## config.mk

```make
export PLATFORM = sky130hd
export DESIGN_NAME = serial_frame_assembler_flat
export DESIGN_NICKNAME = d
export VERILOG_FILES = /design/src/rtl/serial_frame_assembler_if.sv /design/src/rtl/serial_frame_assembler.sv /design/src/flat_wrapper.sv
export SDC_FILE = /design/constraint.sdc
export NUM_CORES = 1
export LEC_CHECK = 0
export CAP_MARGIN = 40
export CORE_UTILIZATION = 52
export DETAILED_ROUTE_END_ITERATION = 6
export DONT_BUFFER_PORTS = 1
export GPL_TIMING_DRIVEN = 0
export PLACE_DENSITY = 0.67
export SLEW_MARGIN = 0
export SYNTH_ARGS = -nofsm -noshare
export SYNTH_HDL_FRONTEND = slang
export SYNTH_SLANG_ARGS = --single-unit
```

## constraint.sdc

```tcl
create_clock -name clk -period 1.7 [get_ports clk]
set_clock_uncertainty 0.15 [all_clocks]
set_input_delay 0.17 -clock clk [delete_from_list [all_inputs] [get_ports clk]]
set_output_delay 0.17 -clock clk [all_outputs]
set_load 0.01 [all_outputs]
```

## src/rtl/serial_frame_assembler_if.sv

```systemverilog
// Serial-in / word-out bundle for serial_frame_assembler.
//   bit_valid, s_in, sof : serial bit stream (LSB of each sample first), sof marks frame start
//   word_valid/ready     : handshake on the sample FIFO head
//   word_data/idx/last   : sample value, position in frame, last-of-frame flag
// master: the stream source / word sink side. slave: the assembler.
interface serial_frame_assembler_if #(
    parameter int unsigned WIDTH = 4,
    parameter int unsigned IDX_W = 3
);
    logic             bit_valid;
    logic             s_in;
    logic             sof;
    logic             word_valid;
    logic             word_ready;
    logic [WIDTH-1:0] word_data;
    logic [IDX_W-1:0] word_idx;
    logic             word_last;

    modport master (
        output bit_valid, s_in, sof, word_ready,
        input  word_valid, word_data, word_idx, word_last
    );

    modport slave (
        input  bit_valid, s_in, sof, word_ready,
        output word_valid, word_data, word_idx, word_last
    );
endinterface

```

## src/rtl/serial_frame_assembler.sv

```systemverilog
// Serial frame assembler: collects LSB-first serial bits into WIDTH-bit samples, tags each with
// its position in a POINTS-sample frame and queues it in a 2-entry FIFO for the FFT input buffer.
// Ports:
//   clk      : rising-edge clock
//   clr_n    : synchronous active-low reset
//   bus      : serial_frame_assembler_if.slave (bit stream in, indexed samples out)
//   sync_err : one-cycle pulse when sof interrupts a partial sample or frame
//   overflow : sticky, a completed sample was dropped because the FIFO was full
module serial_frame_assembler #(
    parameter int unsigned WIDTH  = 4,
    parameter int unsigned POINTS = 8,
    parameter int unsigned IDX_W  = 3
) (
    input  logic                     clk,
    input  logic                     clr_n,
    serial_frame_assembler_if.slave  bus,
    output logic                     sync_err,
    output logic                     overflow
);
    localparam int unsigned CNT_W = (WIDTH > 2) ? $clog2(WIDTH) : 1;
    localparam logic [CNT_W-1:0] CntLast = CNT_W'(WIDTH - 1);
    localparam logic [IDX_W-1:0] IdxLast = IDX_W'(POINTS - 1);

    typedef enum logic [0:0] {StIdle, StActive} state_e;

    typedef struct packed {
        logic [WIDTH-1:0] data;
        logic [IDX_W-1:0] idx;
        logic             last;
    } entry_t;

    state_e           state_q, state_d;
    logic [WIDTH-1:0] shift_q, shift_d;
    logic [CNT_W-1:0] cnt_q, cnt_d;
    logic [IDX_W-1:0] idx_q, idx_d;
    logic             sync_err_q, sync_err_d;
    logic             overflow_q, overflow_d;
    entry_t           head_q, head_d;
    entry_t           tail_q, tail_d;
    logic [1:0]       count_q, count_d;

    logic             push;
    logic             pop;
    logic [WIDTH-1:0] shifted;
    entry_t           push_entry;

    // New bit enters at the MSB so the first bit of a sample ends up at bit 0.
    assign shifted    = {bus.s_in, shift_q[WIDTH-1:1]};
    assign push_entry = '{data: shifted, idx: idx_q, last: (idx_q == IdxLast)};
    assign pop        = (count_q != 2'd0) && bus.word_ready;

    // Assembly FSM: next state, counters and push request.
    always_comb begin
        state_d    = state_q;
        shift_d    = shift_q;
        cnt_d      = cnt_q;
        idx_d      = idx_q;
        sync_err_d = 1'b0;
        push       = 1'b0;
        if (bus.bit_valid) begin
            if (bus.sof) begin
                // ACTIVE always means a partial sample or frame is in flight.
                sync_err_d = (state_q == StActive);
                state_d    = StActive;
                shift_d    = shifted;
                cnt_d      = CNT_W'(1);
                idx_d      = '0;
            end else if (state_q == StActive) begin
                shift_d = shifted;
                if (cnt_q == CntLast) begin
                    push  = 1'b1;
                    cnt_d = '0;
                    idx_d = idx_q + IDX_W'(1);
                    if (idx_q == IdxLast) begin
                        state_d = StIdle;
                    end
                end else begin
                    cnt_d = cnt_q + CNT_W'(1);
                end
            end
        end
    end

    // Two-entry FIFO with registered head; a push into a full FIFO succeeds only alongside a pop.
    always_comb begin
        head_d     = head_q;
        tail_d     = tail_q;
        count_d    = count_q;
        overflow_d = overflow_q;
        case (count_q)
            2'd0: begin
                if (push) begin
                    head_d  = push_entry;
                    count_d = 2'd1;
                end
            end
            2'd1: begin
                if (push && pop) begin
                    head_d = push_entry;
                end else if (push) begin
                    tail_d  = push_entry;
                    count_d = 2'd2;
                end else if (pop) begin
                    count_d = 2'd0;
                end
            end
            default: begin
                if (pop) begin
                    head_d = tail_q;
                    if (push) begin
                        tail_d = push_entry;
                    end else begin
                        count_d = 2'd1;
                    end
                end else if (push) begin
                    overflow_d = 1'b1;
                end
            end
        endcase
    end

    always_ff @(posedge clk) begin
        if (!clr_n) begin
            state_q    <= StIdle;
            shift_q    <= '0;
            cnt_q      <= '0;
            idx_q      <= '0;
            sync_err_q <= 1'b0;
            overflow_q <= 1'b0;
            head_q     <= '0;
            tail_q     <= '0;
            count_q    <= 2'd0;
        end else begin
            state_q    <= state_d;
            shift_q    <= shift_d;
            cnt_q      <= cnt_d;
            idx_q      <= idx_d;
            sync_err_q <= sync_err_d;
            overflow_q <= overflow_d;
            head_q     <= head_d;
            tail_q     <= tail_d;
            count_q    <= count_d;
        end
    end

    assign bus.word_valid = (count_q != 2'd0);
    assign bus.word_data  = head_q.data;
    assign bus.word_idx   = head_q.idx;
    assign bus.word_last  = head_q.last;
    assign sync_err       = sync_err_q;
    assign overflow       = overflow_q;
endmodule

```

## src/flat_wrapper.sv

```systemverilog
// flat-port wrapper written by rule: the top's interface ports become plain ports
module serial_frame_assembler_flat 
#(
    parameter int unsigned WIDTH  = 4,
    parameter int unsigned POINTS = 8,
    parameter int unsigned IDX_W  = 3
)
  (clk, clr_n, sync_err, overflow, bus_bit_valid, bus_s_in, bus_sof, bus_word_ready, bus_word_valid, bus_word_data, bus_word_idx, bus_word_last);
  serial_frame_assembler_if #(.WIDTH(WIDTH), .IDX_W(IDX_W)) bus_i ();
  input  logic clk;
  input  logic clr_n;
  output logic sync_err;
  output logic overflow;
  input wire logic [$bits(bus_i.bit_valid)-1:0] bus_bit_valid;
  input wire logic [$bits(bus_i.s_in)-1:0] bus_s_in;
  input wire logic [$bits(bus_i.sof)-1:0] bus_sof;
  input wire logic [$bits(bus_i.word_ready)-1:0] bus_word_ready;
  output wire logic [$bits(bus_i.word_valid)-1:0] bus_word_valid;
  output wire logic [$bits(bus_i.word_data)-1:0] bus_word_data;
  output wire logic [$bits(bus_i.word_idx)-1:0] bus_word_idx;
  output wire logic [$bits(bus_i.word_last)-1:0] bus_word_last;
  assign bus_i.bit_valid = bus_bit_valid;
  assign bus_i.s_in = bus_s_in;
  assign bus_i.sof = bus_sof;
  assign bus_i.word_ready = bus_word_ready;
  assign bus_word_valid = bus_i.word_valid;
  assign bus_word_data = bus_i.word_data;
  assign bus_word_idx = bus_i.word_idx;
  assign bus_word_last = bus_i.word_last;
  serial_frame_assembler #(.WIDTH(WIDTH), .POINTS(POINTS), .IDX_W(IDX_W)) u_core (.clk(clk), .clr_n(clr_n), .bus(bus_i), .sync_err(sync_err), .overflow(overflow));
endmodule
```

* Word-level counts from Yosys, hierarchy flattened *
Index checks and enable logic that the tools add are counted.

storage, ports and cells
  memories kept = 0
  latch bits = 0
  register bits = 30
  ROM bits = 0
  RAM bits = 0

operators by class
  bitwise logic cells = 3
  $lt $le $gt $ge = 0
  muxes and demuxes = 31
  divide/modulo/power cells = 0
  reduce and logical (&&, ||, !) cells = 16
  shift-type cells = 0
  $add $sub $neg = 2
  multipliers = 0
  equality and inequality tests = 8

operator list
  operator               number
  $mux W8                6
  $pmux W8 S2            2
  $mux W2                9
  $reduce_and A3 Y1      5
  $mux W3                3
  $mux W1                8
  $mux W4                2
  $reduce_bool A2 Y1     4
  $reduce_and A5 Y1      1
  $ne A2 B1 Y1 const B   2
  $pmux W2 S2            1
  $add A3 B1 Y3 const B  1
  $eq A3 B3 Y1 const B   1
  $ne A3 B1 Y1 const B   1
  $ne A3 B3 Y1 const B   1
  $not A1 Y1             3
  $reduce_bool A3 Y1     1
  $add A2 B1 Y2 const B  1
  $eq A2 B1 Y1 const B   1
  $eq A2 B2 Y1 const B   1
  $logic_and A1 B1 Y1    2
  $logic_not A2 Y1       1
  $ne A2 B2 Y1 const B   1
  $reduce_and A2 Y1      1
  $reduce_or A2 Y1       1

* Logic depth before layout (Yosys ltp) *
  depth in word-level cells = 8
  gate-level depth with buffers = 5

* Worst setup path before layout *
Ideal clock, no wire load.

  path kind = reg2reg
  start = register u_core.cnt_q[0]
  end = register u_core.head_q, in the netlist u_core.bus.word_data[0]
  path slack = 0.121 ns
  arrival = 1.370 ns
  path buffers = 1
  required time = 1.490 ns
  stages on the path, launching flop included = 6
  path through = dfxtp_1 ha_1 nand4b_4 buf_6 a2111oi_0 a31o_1

on the way
  longest elaborated chain between the ends = 8

ends and longest elaborated chain
  what                           line                           text
  start: declaration             serial_frame_assembler.sv:34   logic [CNT_W-1:0] cnt_q, cnt_d;
  start signal: assignment       serial_frame_assembler.sv:136  cnt_q <= cnt_d;
  $eq A2 B2 Y1 *                 serial_frame_assembler.sv:70   if (cnt_q == CntLast) begin
  $mux W1 *                      serial_frame_assembler.sv:70
  $mux W1 *                      serial_frame_assembler.sv:68   end else if (state_q == StActive) begin
  $mux W1 *                      serial_frame_assembler.sv:61   if (bus.sof) begin
  $mux W1 *                      serial_frame_assembler.sv:60   if (bus.bit_valid) begin
  $logic_and A1 B1 Y1            serial_frame_assembler.sv:98   if (push && pop) begin
  $ne A2 B1 Y1 (no line)         -
  $reduce_and A3 Y1 (no line) *  -
  end signal: assignment         serial_frame_assembler.sv:130  head_q <= '0;
  end signal: assignment         serial_frame_assembler.sv:140  head_q <= head_d;
  end: declaration               serial_frame_assembler.sv:38   entry_t head_q, head_d;

Every way passes the cells marked *; elsewhere a longest branch is shown, timed or not.
A chain may end at the register's enable or synchronous reset.

* Worst setup path after layout *
  start = register u_core.count_q[1]
  end = output bus_word_valid

on the way
  longest elaborated chain between the ends = 1

ends and longest elaborated chain
  what                      line                           text
  start: declaration        serial_frame_assembler.sv:40   logic [1:0] count_q, count_d;
  start signal: assignment  serial_frame_assembler.sv:142  count_q <= count_d;
  $reduce_bool A2 Y1        serial_frame_assembler.sv:146  assign bus.word_valid = (count_q != 2'd0);
  end: declaration          flat_wrapper.sv:18             output wire logic [$bits(bus_i.word_valid)-1:0] bus_word_valid;

Every way passes these cells.

==> impl_metrics.yaml <==
global_routing:
  grt_pass1_vias: 971
  antenna_found_initial: 0
  grt_first_pass_wirelength_um: 4420
  grt-ovfl-total: 0
  track_usage: 0.221
  grt_max_degree: 11
worst_setup_path:
  path_class: "reg -> out"
  critical-path-top-delay-family: "simple AND/OR/NAND/NOR gates"
  cp_cell_sequence: "buf_6, clkbuf_4, or2_2"
  worstSetupStartpointType: "register"
  worstSetupPathDepth: 3
  cp.required_ns: 1.38
  path_buf_inv: 2
  ff2ff_path_depth: 5
  slowest_stage: "or2_2"
  crit_path_end_kind: "primary output"
  slowest_delay_ns: 0.34
  cp_data_arrival_time_ns: 1.32
  cp_max_fo: 10
timing:
  rsz0062_at_grt: "false"
  max_freq_ghz: 0.609
  tightest_slew_ns: 0.583
  finalMaxSlewViolations: 0
  hold_viol: 0
  relSlewSlack: 0.611
  final.setup.tns_ns: 0
  setup_viol: 0
  period_share: 0.965
  period_minus_slack_ns: 1.64
finish:
  antenna_cells: 0
  final_area_um2: 1570
  final_nets: 162
  synthToLayoutAreaGrowth_pct: 15.4
  drive_gt1_frac: 0.195
  layoutNonFillerInstCount: 184
  final_util: 0.633
yosys:
  yosysSeqAreaShare: 0.427
  synth_cells: 142
  synthFlopType: "dfxtp_1"
  yosysMostFrequentCell: "dfxtp_1"
  synth_cell_types: 32
  synth_area_um2: 1360
  synth-seq-cells: 29
  synthArstFlopShare: 0
  synth_area_per_cell_um2: 9.57
  synth_common_cells: "dfxtp_1 (29), nand2_1 (23), mux2i_1 (20)"
  yosysWarnings: 0
  synth_area_leaders: "dfxtp_1 (43%), mux2i_1 (15%), nand2_1 (6.4%)"
  syn-num-nets: 151
  synth_edf_count: 0
  synth_top_area_frac: 0.427
  yosysTopAreaCell: "dfxtp_1"
drt:
  routed.top_layer: "met4"
  drtIter0Drc: 17
  vias: 1114
  drt-pass1-iter-count: 4
  wl_met1_um: 1230
  wire_per_inst_um: 14.9
  totalWireLength_um: 2750
  met3WireLength_um: 115
  antenna_left: 0
  wl_met2_um: 1340
  via_per_inst: 6.05
  drc: 0
clock_tree:
  numClockSinks: 29
  cts_tree: "done"
  cts_made_buffers: 5
  htreeDepth: 2
  worstSkewPairLatency_ns: 0.33
  cts-root-buf: "clkbuf_4"
  clkSlewWorstSetupHoldPaths_ns: 0.10
  clk_path_buf_depth: 2
pwr:
  p_sw_frac: 0.262
  power_mw: 1.18
  comb_power_share: 0.062
  power.internal_mw: 0.870
  peakVddDrop_mv: 0.642
  power_leakage_nw: 0.533
  clockPowerShare: 0.346
  pwr-share-seq: 0.592
  p_sw_mw: 0.309
  powerDensity_nw_per_um2: 752
placed_design:
  placed_area_um2: 1400
  dp.cells: 172
  portBuffers: 0
  gp_congestion: 0.709
  dp_hpwl_um: 1900
floorplan:
  core_area_um2: 2480
  dieArea_um2: 2820
  initial_utilization: 0.548
  die_w_um: 53.1
  die_h_um: 53.1
  num_rows: 18
  io_pins: 17
run:
  maxCapViolCount: 0
min_path:
  hp-class: "in -> reg"
  worstHoldPathCells: 3
outcome:
  outcome: "finished clean"
path summary, 6_finish.rpt:
check,end,start,slack (ns)
max,bus_word_valid,u_core.count_q[1],0.06
min reg2reg,u_core.tail_q[1],u_core.tail_q[1],0.32
min,u_core.cnt_q[0],bus_bit_valid,0.01
max reg2reg,u_core.bus.word_last,u_core.cnt_q[0],0.09
layout by cell type (no fill, tap or decap), drive strengths merged, types with 3 or more instances in the layout:
| master | Yosys | final |
|---|---|---|
| o21ai | 5 | 5 |
| ha | 3 | 3 |
| a31o | 8 | 8 |
| a2111oi | 8 | 8 |
| nor2 | 8 | 8 |
| mux2i | 20 | 20 |
| dfxtp | 29 | 29 |
| clkbuf | 6 | 12 |
| buf | 4 | 4 |
| inv | 3 | 3 |
| nand2 | 23 | 23 |
| dlygate4sd3 | 0 | 3 |
| a21oi | 7 | 7 |
worst register-to-register path, stage by stage (launching register included):
cell	delay [ns]
dfxtp_2	0.37
ha_4	0.17
nand4b_4	0.14
buf_6	0.19
a2111oi_1	0.39
a31o_1	0.14
sequential cells by signal, indices dropped and copies added, names as in the netlist:
signal	cells
u_core.bus.word_data	4
u_core.shift_q	3
u_core.sync_err	1
u_core.overflow	1
u_core.tail_q	8
u_core.state_q	1
u_core.bus.word_last	1
u_core.cnt_q	2
u_core.bus.word_idx	3
u_core.idx_q	3
u_core.count_q	2
layout make-up:
class,instances,area (um2)
Buffer,10,60.1
Clock buffer,5,37.5
Clock inverter,3,17.5
Fill cell,225,910
Inverter,4,18.8
Multi-Input combinational cell,99,763
Sequential cell,29,583
Tap cell,30,37.5
Timing Repair Buffer,4,50.0
power by group through the flow:
stage	combinational (mW)	sequential (mW)	clock, mW
detailed placement	0.0597	0.712	0
global placement	0.0577	0.711	0
CTS	0.0698	0.696	0.419
finish	0.0729	0.698	0.408
global route	0.0808	0.699	0.444
floorplan	0.0481	0.709	0
per-layer routing:
metal  up-vias  GRT usage
li1        538          -
met1       539      0.270
met2        29      0.352
met3         8     0.0632
met4         0      0.105
met5         -          0
cell families after synthesis:
| family | synth area share |
|---|---|
| AOI/OAI and AO/OA | 0.185 |
| adders and majority gates | 0.0276 |
| DFF | 0.427 |
| muxes | 0.147 |
| buffers and inverters | 0.0534 |
| and+or+nand+nor | 0.159 |
per-stage QoR:
| stage | worst slack, ns | hold WS [ns] |
|---|---|---|
| 2_1_floorplan | 0.121 | 0.134 |
| 3_3_place_gp | -0.0394 | 0.150 |
| 3_5_place_dp | -0.0970 | 0.141 |
| 4_1_cts | -0.0170 | 0.000487 |
| 5_1_grt | 0.00318 | 0.0216 |
| 6_report | 0.0589 | 0.0139 |
timing repair:
item,in CTS,in global routing
pin swaps,0,1
setup buffers,0,1
endpoints found under the setup margin,8,13
cloned,0,0
endpoints found under the hold margin,11,0
hold buffers,3,0
resized for setup,9,12
(Power assumes the default switching activity.)
